## src/rtl/gat_bram_load_ctrl.sv

```systemverilog
// gat_bram_load_ctrl: registered host-to-core BRAM load path for the GAT core.
// Converts host byte addresses to word addresses, truncates host data to the
// internal width, rejects misaligned and out-of-range writes, counts accepted
// words per channel and sequences core start / run / result-ready.
// Build option: define GAT_LOAD_CKSUM_EN to add per-channel checksums of
// accepted (truncated) data on dbg_cksum; otherwise dbg_cksum is tied to 0.
//
// state | meaning
// IDLE  | out of reset, waiting for the first accepted write
// LOAD  | accepting writes, waiting for every channel to complete
// RUN   | core started, host writes rejected, waiting for core_done
// DONE  | result valid (gat_ready); an accepted write starts a reload
module gat_bram_load_ctrl #(
  parameter int TOP_WIDTH  = 32,
  parameter int NUM_CH     = 4,
  parameter int DATA_WIDTH = 20,
  parameter int ADDR_W     = 18,
  parameter int BYTE_OFF   = $clog2(TOP_WIDTH / 8)
) (
  input  logic                                clk,
  input  logic                                rst,
  input  logic [NUM_CH*TOP_WIDTH-1:0]         host_din,
  input  logic [NUM_CH-1:0]                   host_ena,
  input  logic [NUM_CH-1:0]                   host_wea,
  input  logic [NUM_CH*(ADDR_W+BYTE_OFF)-1:0] host_addra,
  input  logic [NUM_CH-1:0]                   host_load_done,
  input  logic [NUM_CH*(ADDR_W+1)-1:0]        cfg_depth,
  input  logic                                core_done,
  output logic [NUM_CH*DATA_WIDTH-1:0]        bram_din,
  output logic [NUM_CH-1:0]                   bram_ena,
  output logic [NUM_CH-1:0]                   bram_wea,
  output logic [NUM_CH*ADDR_W-1:0]            bram_addra,
  output logic                                core_start,
  output logic                                gat_ready,
  output logic [TOP_WIDTH-1:0]                dbg_status,
  output logic [NUM_CH*TOP_WIDTH-1:0]         dbg_cksum
);

  localparam int HA_W  = ADDR_W + BYTE_OFF;
  localparam int CNT_W = ADDR_W + 1;
  localparam logic [HA_W-1:0]  OFF_MASK = HA_W'((64'd1 << BYTE_OFF) - 64'd1);
  localparam logic [CNT_W-1:0] CNT_MAX  = '1;

  typedef enum logic [1:0] {
    IDLE = 2'd0,
    LOAD = 2'd1,
    RUN  = 2'd2,
    DONE = 2'd3
  } state_t;

  state_t state;
  state_t state_next;
  logic   start_next;

  logic [HA_W-1:0]       haddr [NUM_CH];
  logic [ADDR_W-1:0]     waddr [NUM_CH];
  logic [DATA_WIDTH-1:0] wdata [NUM_CH];
  logic [CNT_W-1:0]      depth [NUM_CH];
  logic [NUM_CH-1:0]     wr_req;
  logic [NUM_CH-1:0]     mis;
  logic [NUM_CH-1:0]     rng_bad;
  logic [NUM_CH-1:0]     accept;
  logic                  any_accept;
  logic                  reload;

  logic [CNT_W-1:0]      wcnt [NUM_CH];
  logic [NUM_CH-1:0]     ld_flag;
  logic [NUM_CH-1:0]     ch_done;
  logic [NUM_CH-1:0]     err_mis;
  logic [NUM_CH-1:0]     err_rng;
  logic                  err_run;

  // Upper host data bits are intentionally discarded; this sink keeps them visible.
  logic unused_din;
  assign unused_din = ^host_din;

  // Per-channel address/data decode and write acceptance.
  always_comb begin
    wr_req  = '0;
    mis     = '0;
    rng_bad = '0;
    accept  = '0;
    for (int c = 0; c < NUM_CH; c++) begin
      haddr[c]   = host_addra[c*HA_W +: HA_W];
      waddr[c]   = ADDR_W'(haddr[c] >> BYTE_OFF);
      wdata[c]   = host_din[c*TOP_WIDTH +: DATA_WIDTH];
      depth[c]   = cfg_depth[c*CNT_W +: CNT_W];
      wr_req[c]  = host_ena[c] & host_wea[c];
      mis[c]     = (haddr[c] & OFF_MASK) != '0;
      rng_bad[c] = {1'b0, waddr[c]} >= depth[c];
      accept[c]  = wr_req[c] & (state != RUN) & ~mis[c] & ~rng_bad[c];
    end
  end

  assign any_accept = |accept;
  assign reload     = (state == DONE) && any_accept;

  // Sequencer state and start-pulse register.
  always_ff @(posedge clk) begin
    if (rst) begin
      state      <= IDLE;
      core_start <= 1'b0;
    end else begin
      state      <= state_next;
      core_start <= start_next;
    end
  end

  // Next-state decode; core_done only matters in RUN.
  always_comb begin
    state_next = state;
    start_next = 1'b0;
    case (state)
      IDLE: if (any_accept) state_next = LOAD;
      LOAD: begin
        if (&ch_done) begin
          state_next = RUN;
          start_next = 1'b1;
        end
      end
      RUN:  if (core_done) state_next = DONE;
      DONE: if (any_accept) state_next = LOAD;
      default: state_next = IDLE;
    endcase
  end

  // Result-valid level: set when the core finishes, cleared by a reload.
  always_ff @(posedge clk) begin
    if (rst) begin
      gat_ready <= 1'b0;
    end else if ((state == RUN) && core_done) begin
      gat_ready <= 1'b1;
    end else if (reload) begin
      gat_ready <= 1'b0;
    end
  end

  // Registered BRAM write path, word counters, completion and sticky errors.
  always_ff @(posedge clk) begin
    if (rst) begin
      bram_din   <= '0;
      bram_ena   <= '0;
      bram_wea   <= '0;
      bram_addra <= '0;
      ld_flag    <= '0;
      ch_done    <= '0;
      err_mis    <= '0;
      err_rng    <= '0;
      err_run    <= 1'b0;
      for (int c = 0; c < NUM_CH; c++) wcnt[c] <= '0;
    end else begin
      bram_ena <= accept;
      bram_wea <= accept;
      if ((state == RUN) && (|wr_req)) err_run <= 1'b1;
      for (int c = 0; c < NUM_CH; c++) begin
        if (accept[c]) begin
          bram_din[c*DATA_WIDTH +: DATA_WIDTH] <= wdata[c];
          bram_addra[c*ADDR_W +: ADDR_W]       <= waddr[c];
        end
        if (wr_req[c] && mis[c])     err_mis[c] <= 1'b1;
        if (wr_req[c] && rng_bad[c]) err_rng[c] <= 1'b1;
        // A reload restarts the count with the accepting write as word 1.
        if (reload) begin
          wcnt[c]    <= accept[c] ? CNT_W'(1) : '0;
          ld_flag[c] <= host_load_done[c];
          ch_done[c] <= 1'b0;
        end else begin
          if (accept[c] && (wcnt[c] != CNT_MAX)) wcnt[c] <= wcnt[c] + CNT_W'(1);
          if (host_load_done[c]) ld_flag[c] <= 1'b1;
          ch_done[c] <= ld_flag[c] && (wcnt[c] >= depth[c]);
        end
      end
    end
  end

  // Status word assembled from the registered flags; layout assumes TOP_WIDTH >= 32.
  always_comb begin
    dbg_status          = '0;
    dbg_status[1:0]     = state;
    dbg_status[2 +: 8]  = 8'(ch_done);
    dbg_status[10 +: 8] = 8'(err_mis);
    dbg_status[18 +: 8] = 8'(err_rng);
    dbg_status[26]      = err_run;
  end

`ifdef GAT_LOAD_CKSUM_EN
  logic [TOP_WIDTH-1:0] cksum [NUM_CH];

  // Running sum of accepted truncated data, restarted by a reload.
  always_ff @(posedge clk) begin
    if (rst) begin
      for (int c = 0; c < NUM_CH; c++) cksum[c] <= '0;
    end else begin
      for (int c = 0; c < NUM_CH; c++) begin
        if (reload) begin
          cksum[c] <= accept[c] ? TOP_WIDTH'(wdata[c]) : '0;
        end else if (accept[c]) begin
          cksum[c] <= cksum[c] + TOP_WIDTH'(wdata[c]);
        end
      end
    end
  end

  // Pack per-channel checksums onto the debug bus.
  always_comb begin
    dbg_cksum = '0;
    for (int c = 0; c < NUM_CH; c++) dbg_cksum[c*TOP_WIDTH +: TOP_WIDTH] = cksum[c];
  end
`else
  assign dbg_cksum = '0;
`endif

endmodule

```

## config.mk

```make
export PLATFORM = sky130hd
export DESIGN_NAME = gat_bram_load_ctrl
export DESIGN_NICKNAME = d
export VERILOG_FILES = /design/src/rtl/gat_bram_load_ctrl.sv
export SDC_FILE = /design/constraint.sdc
export NUM_CORES = 1
export LEC_CHECK = 0
export ABC_AREA = 0
export BUFFER_PORTS_ARGS = -buffer_cell sky130_fd_sc_hd__buf_2
export CAP_MARGIN = 20
export CORE_AREA = 2 2 238 240
export DETAILED_ROUTE_END_ITERATION = 8
export DIE_AREA = 0 0 240 242
export GPL_TIMING_DRIVEN = 0
export SETUP_SLACK_MARGIN = 0.5
export SLEW_MARGIN = 20
export SYNTH_ARGS = -nofsm -noshare
export SYNTH_HDL_FRONTEND = slang
export SYNTH_SLANG_ARGS = --single-unit
export TNS_END_PERCENT = 10
```

## constraint.sdc

```tcl
create_clock -name clk -period 3.8 [get_ports clk]
set_input_delay 0.19 -clock clk [delete_from_list [all_inputs] [get_ports clk]]
set_output_delay 0.19 -clock clk [all_outputs]
set_load 0.01 [all_outputs]
```

==> Word-level counts from Yosys, hierarchy flattened <==
Memory sizes are Yosys's and may differ from the RTL's.
Cells that the tools add are included.
{ "classes": {"muxes": 48, "add_sub_neg": 4, "reduce_logical": 36, "eq_ne": 11, "bitwise": 33, "magnitude_cmp": 8} }
{ "op_table": {"columns": ["operator", "count"], "rows": [
  ["$mux W19", 8],
  ["$reduce_bool A20 Y1", 4],
  ["$add A19 B1 Y19 const B", 4],
  ["$ge A18 B19 Y1", 4],
  ["$ge A19 B19 Y1", 4],
  ["$ne A19 B19 Y1 const B", 4],
  ["$mux W1", 36],
  ["$logic_and A1 B1 Y1", 19],
  ["$and A1 B1 Y1", 16],
  ["$reduce_bool A2 Y1", 5],
  ["$not A1 Y1", 9],
  ["$or A1 B1 Y1", 8],
  ["$reduce_or A4 Y1", 2],
  ["$mux W2", 3],
  ["$ne A2 B2 Y1 const B", 3],
  ["$pmux W2 S3", 1],
  ["$reduce_or A2 Y1", 3],
  ["$eq A2 B2 Y1 const B", 2],
  ["$reduce_and A4 Y1", 1],
  ["$reduce_and A3 Y1", 1],
  ["$eq A2 B1 Y1 const B", 1],
  ["$logic_not A2 Y1", 1],
  ["$ne A2 B1 Y1 const B", 1]
]} }
{ "totals": {"elab_cells": 167, "regBits": 177, "output_inout_bits": 322, "mem_count": 1, "inputBits": 299, "ram_bits": 76} }
{ "mem_list": {"columns": ["memory", "words", "word_bits", "read_ports", "rd_clocked_by_memory_dff", "write_ports", "line_no", "text"], "rows": [
  ["wcnt", 4, 19, 4, 0, 4, "66", "logic [CNT_W-1:0] wcnt [NUM_CH];"]
]} }

==> Longest topological paths before layout <==
Gate-level depths: netlist of run 1.
{ "depth": {"ltp_word": 11, "ltp_mapped": 12, "depth_no_buf": 9} }

==> Least setup slack after synthesis of run 1 <==
Ideal clock, no wire load.
{ "synth_timing": {"kind": "flip-flop to flip-flop", "from": "reg state[0]", "to": "mem wcnt[0][0] in the netlist's numbering (enable)", "period_less_slack_ps": 2828, "stages_incl_launch_ff": 8, "setup_ps": 376, "path_slack_ps": 972, "arrival_ps": 2452, "required_time_ps": 3424, "path_buffers": 0, "cell_sequence": "dfxtp_1 inv_1 ha_1 or4_1 a211oi_2 nor2_1 a31oi_4 or3_1"} }
{ "synth_rtl": {"columns": ["item", "line_no", "text"], "rows": [
  ["from (decl)", "51", "state_t state;"],
  ["from (signal assigned)", "104", "state <= state_next;"],
  ["to (decl)", "66", null]
]} }

==> results of run 1 <==
-- routing by layer --
metal  vias to the layer above  routed length, um  track usage [%]  share of wire, %
met1                      6317              22100             20.2                40
met2                       497              26700             32.2                48
met4                         4               2700             8.97               4.9
met5                         -                 30                0             0.054
met3                       142               3610             4.68               6.5
li1                       6574                  -                -                 -
-- critical path: cells and delay by family --
kind,cells,cell delay [ns]
buf+inv,5,1.36
simple gates,2,0.49
compound gates,4,1.24
fa+ha+maj,1,0.31
-- what timing repair did --
item | 4_1_cts | 5_1_grt
endpoints found under the hold margin | 160 | 0
gates resized for setup | 11 | 2
setup buffers | 5 | 0
hold buffers | 163 | 0
setup endpoints to repair | 153 | 73
pin swaps | 2 | 0
-- synth_stat cells (2+ instances only) --
cell | number | share of area [%]
a211o_1 | 4 | 0.24
ha_1 | 155 | 13
a221oi_1 | 4 | 0.24
nor4_1 | 5 | 0.21
buf_4 | 152 | 7.8
nor2_1 | 272 | 7.0
and4b_1 | 4 | 0.27
nand2b_1 | 6 | 0.26
and2_1 | 8 | 0.34
a21o_1 | 32 | 1.6
nor3_1 | 5 | 0.17
xor2_1 | 38 | 2.3
nand4_1 | 27 | 1.1
inv_1 | 95 | 2.4
edfxtp_1 | 76 | 16
nand3_1 | 35 | 1.2
xnor2_1 | 26 | 1.6
o21ai_0 | 17 | 0.58
o221ai_1 | 2 | 0.12
and4_1 | 3 | 0.18
nand2_1 | 53 | 1.4
a21oi_1 | 51 | 1.7
a211oi_1 | 4 | 0.20
and3_1 | 32 | 1.4
a31oi_1 | 5 | 0.21
dfxtp_1 | 177 | 24
a2111oi_0 | 2 | 0.12
mux2i_1 | 151 | 10
clkbuf_1 | 26 | 0.66
o2bb2ai_1 | 6 | 0.36
o211ai_1 | 7 | 0.36
o2111ai_1 | 2 | 0.12
o21a_1 | 17 | 0.87
a211oi_2 | 2 | 0.17
buf_2 | 18 | 0.61
or4_1 | 2 | 0.10
nor2b_1 | 5 | 0.21
-- per-stage QoR --
stage | setup TNS (ns) | util (%) | hold WS (ns) | worst slack (ns)
5_1_grt | 0 | 38.0 | 0.0951 | 0.358
4_1_cts | 0 | 38.0 | 0.0734 | 0.437
2_1_floorplan | 0 | - | 0.304 | 0.972
3_3_place_gp | -50.66 | 32.8 | 0.395 | -0.630
3_5_place_dp | -57.01 | 32.9 | 0.395 | -0.704
6_report | 0 | 38.0 | 0.120 | 0.568
-- cell type report --
cell class / count / area share (%)
multi-input cells: 1141 / 36.6
flip-flops and latches: 253 / 27.5
repair buffers: 594 / 18.0
plain buffers: 196 / 6.31
clock buffers: 53 / 4.93
well taps: 756 / 4.46
inverters: 95 / 1.68
clock inverters: 9 / 0.443
diodes: 3 / 0.0354
-- final timing paths --
path / startpoint / to / slack [ns] / depth (start not counted)
max reg2reg: state[0] / wcnt[2][13] / 0.58 / 9
min reg2reg: ld_flag[1] / ld_flag[1] / 0.45 / 2
min: host_addra[61] / err_mis[3] / 0.12 / 4
max: host_addra[51] / wcnt[2][13] / 0.57 / 12
-- report_power, final --
group / leakage [uW] / internal, uW / switching [uW]
registers: 0.00222 / 2910 / 116
logic: 0.00747 / 663 / 747
clock network: 0.000563 / 1980 / 1300
-- sequential cells by signal, indices dropped and copies added, names as in the netlist, 2 cells and up --
signal / flops
err_mis: 4
wcnt: 76
bram_din: 80
bram_wea: 4
ld_flag: 4
ch_done: 4
bram_addra: 72
state: 2
err_rng: 4
-- cells in the final DEF (no fill, tap or decap), drive strengths merged, types with 3 or more instances in the layout --
| master | instances |
|---|---|
| a211o | 4 |
| a211oi | 6 |
| a21o | 32 |
| a21oi | 51 |
| a221oi | 4 |
| a31oi | 6 |
| and2 | 9 |
| and3 | 32 |
| and4 | 3 |
| and4b | 4 |
| buf | 601 |
| clkbuf | 79 |
| clkinv | 3 |
| conb | 145 |
| dfxtp | 177 |
| diode | 3 |
| dlygate4sd3 | 163 |
| edfxtp | 76 |
| ha | 155 |
| inv | 100 |
| mux2i | 151 |
| nand2 | 53 |
| nand2b | 6 |
| nand3 | 36 |
| nand4 | 27 |
| nor2 | 272 |
| nor2b | 5 |
| nor3 | 5 |
| nor4 | 5 |
| o211ai | 7 |
| o21a | 17 |
| o21ai | 18 |
| o2bb2ai | 6 |
| xnor2 | 26 |
| xor2 | 38 |
-- cell families after synthesis --
| logic type | Yosys count | synth area share (%) |
|---|---|---|
| AND/OR/NAND/NOR | 462 | 14.0 |
| adder cells (fa/ha/maj) | 155 | 13.2 |
| AO/OA/AOI/OAI | 164 | 7.53 |
| other | 1 | 0.0255 |
| XOR/XNOR | 64 | 3.82 |
| buffers and inverters | 291 | 11.5 |
| flip-flops | 253 | 39.7 |
| multiplexers | 151 | 10.3 |
==> results.yml, run 1 <==
synth:
  yosys_warnings: 0
  synthCells: 1541
  synth_area_sq_um: 14700
  synth-main-ff-cell: "dfxtp_1"
  synth-edff-count: 76
  synth_seq_cells: 253
  synth-seq-area-share_pct: 39.7
  synthArstFlopShare_pct: 0
  syn_avg_cell_area_sq_um: 9.53
  yosys.cell_types.count: 52
critical_path:
  cpMostUsedCell: "buf_4"
  cp_slowest_cell: "dlygate4sd3_1"
  start_kind: "primary input"
  critPathMaxStageDelay_ns: 0.53
  path_max_fanout: 10
  crit_arrival_ns: 3.62
  setup.worst_path.class: "primary input to flip-flop"
  path_cells: "dlygate4sd3_1 -> buf_2 -> ha_1 -> a21o_1 -> a21oi_1 -> o211ai_1 -> a211oi_4 -> buf_4 -> buf_4 -> nand4_1 -> clkbuf_2 -> nor2_1"
  cp.required_ns: 4.19
  critPathCaptureType: "flip-flop"
grt:
  grt_antenna_before_repair: 5
  grt_first_pass_wirelength_um: 80100
  grt_overflow: 0
  grt_pass1_vias: 13900
  gr-usage-all-layers_pct: 18.3
  grt_max_degree: 20
floorplan:
  start_util_pct: 26.4
  die_x_um: 240
  dieArea_sq_um: 58100
  die_h_um: 242
  io_pins: 621
  coreArea_sq_um: 55700
  rows: 87
clock_tree:
  cts_tree: "built"
  h-tree-depth: 2
  clock_sinks: 253
  cts_max_path_buffers: 3
  numCtsBuffers: 34
  clkLatencyLatePin_ns: 0.53
  clockRootBuffer: "clkbuf_16"
  path_clk_slew_ns: 0.06
placement:
  dp.cells: 2867
  dp_hpwl_um: 42100
  io_buffers: 426
  placed_cell_area_sq_um: 18300
  gp_congestion: 0.923
sta:
  final_period_minus_worst_setup_slack_ns: 3.23
  tightest_slew_ns: 1.11
  fin_crit_sh_pct: 85.0
  clock_skew_ns: 0.0162
  slew_headroom_pct: 25.9
  rsz0062_at_grt: "true"
  hold_viol: 0
  slew_viol_final: 0
  clock.fmax_mhz: 309
  setup_violations: 0
cells_and_area:
  regArea_sq_um: 5830
  stdcell_count: 3100
  areaGrowthSynthToFinish_pct: 44.2
  final_area_sq_um: 21200
  num-nets-final: 2769
  drive_above_1_share_pct: 28.5
  fillers: 5540
  multiInputGateArea_sq_um: 7760
outcome:
  status: "finished clean"
route:
  vias: 13500
  wl_per_cell_um: 17.8
  route.antenna.remaining_nets: 0
  totalWireLength_um: 55200
  drtIter0Drc: 527
  drc: 0
  firstDrtPassIters: 5
  vias_per_cell: 4.37
power_and_ir_drop:
  powerDensity_nw_per_um2: 364
  power_uw: 7720
  p_leak_uw: 0.0103
  ir_drop_mv: 0.318
min_path:
  min_path_type: "primary input to flip-flop"
job:
  maxCapViolations: 0
Note: power is estimated with default switching activity, not from simulation.
==> inputs of run 2 (changes only) <==
--- a/config.mk
+++ b/config.mk
@@ -6,12 +6,12 @@
 export NUM_CORES = 1
 export LEC_CHECK = 0
 export ABC_AREA = 0
+export ABC_CLOCK_PERIOD_IN_PS = 3800
 export BUFFER_PORTS_ARGS = -buffer_cell sky130_fd_sc_hd__buf_2
 export CAP_MARGIN = 20
 export CORE_AREA = 2 2 238 240
 export DETAILED_ROUTE_END_ITERATION = 8
 export DIE_AREA = 0 0 240 242
-export GPL_TIMING_DRIVEN = 0
 export SETUP_SLACK_MARGIN = 0.5
 export SLEW_MARGIN = 20
 export SYNTH_ARGS = -nofsm -noshare
==> constraint.sdc (replaced) <==
create_clock -name clk -period 3.8 [get_ports clk]
set_input_delay 0.19 -clock clk [delete_from_list [all_inputs] [get_ports clk]]
set_output_delay 0.19 -clock clk [all_outputs]
set_load 0.005 [all_outputs]
==> run 2 against run 1 <==
Compared with the run above:
- clock power is 12% lower
- non-clock buffer count is 182 lower
- critical path type is now flip-flop to flip-flop
- clock-buffer cell count is 4 lower
- fmax is 1.9% lower
- final cell count is 6.0% lower
- register-to-register slack worse by 0.07 ns
- critical path depth is 4 lower
- die area stayed put
- power is 8.1% lower
- sequential power hardly changed
- global-route usage is 2.2 points lower
- flip-flop and latch count stayed put
==> results.yml, run 2 (synthesized netlist as in run 1, its figures left out) <==
sta:
  rsz0062_at_grt: "true"
  setup_violations: 0
  fin_crit_sh_pct: 86.7
  slew_viol_final: 0
  clock_skew_ns: 0.0142
  final_period_minus_worst_setup_slack_ns: 3.29
  setup_tns_ns: 0
  hold_viol: 0
  slew_headroom_pct: 48.0
  tightest_slew_ns: 0.780
  clock.fmax_mhz: 304
clock_tree:
  clockRootBuffer: "clkbuf_16"
  numCtsBuffers: 31
  cts_tree: "built"
  cts_max_path_buffers: 3
  clkLatencyLatePin_ns: 0.58
  h-tree-depth: 1
  path_clk_slew_ns: 0.06
  clock_sinks: 253
critical_path:
  start_kind: "flip-flop"
  critPathCaptureType: "flip-flop"
  cp_slowest_cell: "a211o_1"
  cpMostUsedCell: "buf_4"
  startpoint: "state[0]"
  cp.required_ns: 4.01
  worstReg2RegEnd: "wcnt[3][0]"
  path_buf_inv: 3
  critPathTopFamily: "compound AO/OA/AOI/OAI gates"
  reg2reg_from: "state[0]"
  crit_arrival_ns: 3.50
  path_max_fanout: 42
  path_cells: "inv_1 -> ha_1 -> buf_4 -> nor2_1 -> nand2_1 -> a211oi_4 -> buf_4 -> a211o_1"
  rrSetupSlack_ns: 0.51
  setup.worst_path.class: "flip-flop to flip-flop"
  worst-r2r-cell-count: 8
  critPathMaxStageDelay_ns: 0.75
  cp.depth: 8
route:
  vias: 12800
  wl_per_cell_um: 16.9
  route.antenna.remaining_nets: 0
  vias_per_cell: 4.40
  totalWireLength_um: 49200
  firstDrtPassIters: 5
  drc: 0
  drtIter0Drc: 662
grt:
  grt_max_degree: 69
  gr-usage-all-layers_pct: 16.1
  grt_pass1_vias: 13000
  grt_overflow: 0
  grt_first_pass_wirelength_um: 72500
  grt_antenna_before_repair: 5
cells_and_area:
  largest_reg_flops: 80
  stdcell_count: 2913
  top_register: "bram_din"
  drive_above_1_share_pct: 23.2
  mostFrequentLayoutCells: "426 x buf_2, 272 x nor2_1, 177 x dfxtp_1"
  final_common_cell: "buf_2"
  num-nets-final: 2584
  areaGrowthSynthToFinish_pct: 34.7
  top_regs: "bram_din x80, wcnt x76, bram_addra x72"
min_path:
  min_path_type: "primary input to flip-flop"
  holdPathEnd: "err_mis[0]"
  hp-start: "host_addra[0]"
  min_path_cells: 4
floorplan:
  coreArea_sq_um: 55700
  dieArea_sq_um: 58100
  die_x_um: 240
  io_pins: 621
  die_h_um: 242
  rows: 87
  start_util_pct: 26.4
placement:
  io_buffers: 427
  dp.cells: 2690
  gp_congestion: 0.907
  dp_hpwl_um: 37200
power_and_ir_drop:
  p_leak_uw: 0.00928
  ir_drop_mv: 0.267
  powerDensity_nw_per_um2: 358
job:
  maxCapViolations: 0
outcome:
  status: "finished clean"
-- run 2: changes by cell type in the layout (fill, tap and decap cells not counted), sizes merged --
cell	previous run	this run
inv	100	96
bufinv	1	0
clkbuf	79	49
diode	3	2
clkinvlp	0	1
clkinv	3	7
buf	601	445
-- run 2: repair_timing --
| item | in CTS | in global routing |
|---|---|---|
| buffers inserted | 0 | 0 |
| endpoints found under the setup margin | 76 | 75 |
| hold endpoints to repair | 160 | 0 |
| hold buffers | 163 | 0 |
| resized for setup | 1 | 2 |
-- run 2: layer usage --
layer	share of wire, %	wire length [um]	GRT usage [%]
met5	0.061	30	0
met3	6.5	3220	3.40
met4	4.2	2080	6.89
met2	48	23800	28.9
met1	41	20000	18.3
-- run 2: worst max-delay path by stage --
stage,end,slack [ns]
4_1_cts,wcnt[3][11],0.39
3_3_place_gp,wcnt[0][14],0.25
2_1_floorplan,wcnt[0][0],1.02
5_1_grt,wcnt[3][2],0.28
3_5_place_dp,wcnt[0][14],0.24
6_report,wcnt[3][0],0.51
-- run 2: worst reg2reg max path, delay by kind of cell (launching register included) --
kind / cells / cell delay, ns
AO/OA/AOI/OAI: 2 / 1.05
adder cells (fa/ha/maj): 1 / 0.31
buffers and inverters: 3 / 0.97
flip-flops: 1 / 0.39
AND/OR/NAND/NOR: 2 / 0.21
-- run 2: metrics by stage --
step                cell area, sq um  hold slack [ns]  util [%]  total power (uW)  setup slack [ns]
floorplan                      15200            0.304         -              3760              1.02
global route                   19800           0.0300      35.5              7450             0.279
detailed placement             17200            0.404      30.8              4140             0.241
finish                         19800           0.0331      35.5              7090             0.506
global placement               17200            0.391      30.8              4100             0.254
CTS                            19800          0.00103      35.5              7190             0.391
-- run 2: power breakdown --
part           switching [uW]  total [uW]  internal (uW)
Sequential                119        3030           2910
Clock                    1210        2870           1660
Combinational             631        1190            557
-- run 2: layout make-up --
class	instances	area [sq um]
sequential	253	5830
antenna	2	5.00
clock inverter	9	60.1
fill	5622	35900
clock buffer	49	925
tap	756	946
multi-input combinational	1141	7740
inverter	95	357
timing repair buffer	608	3940
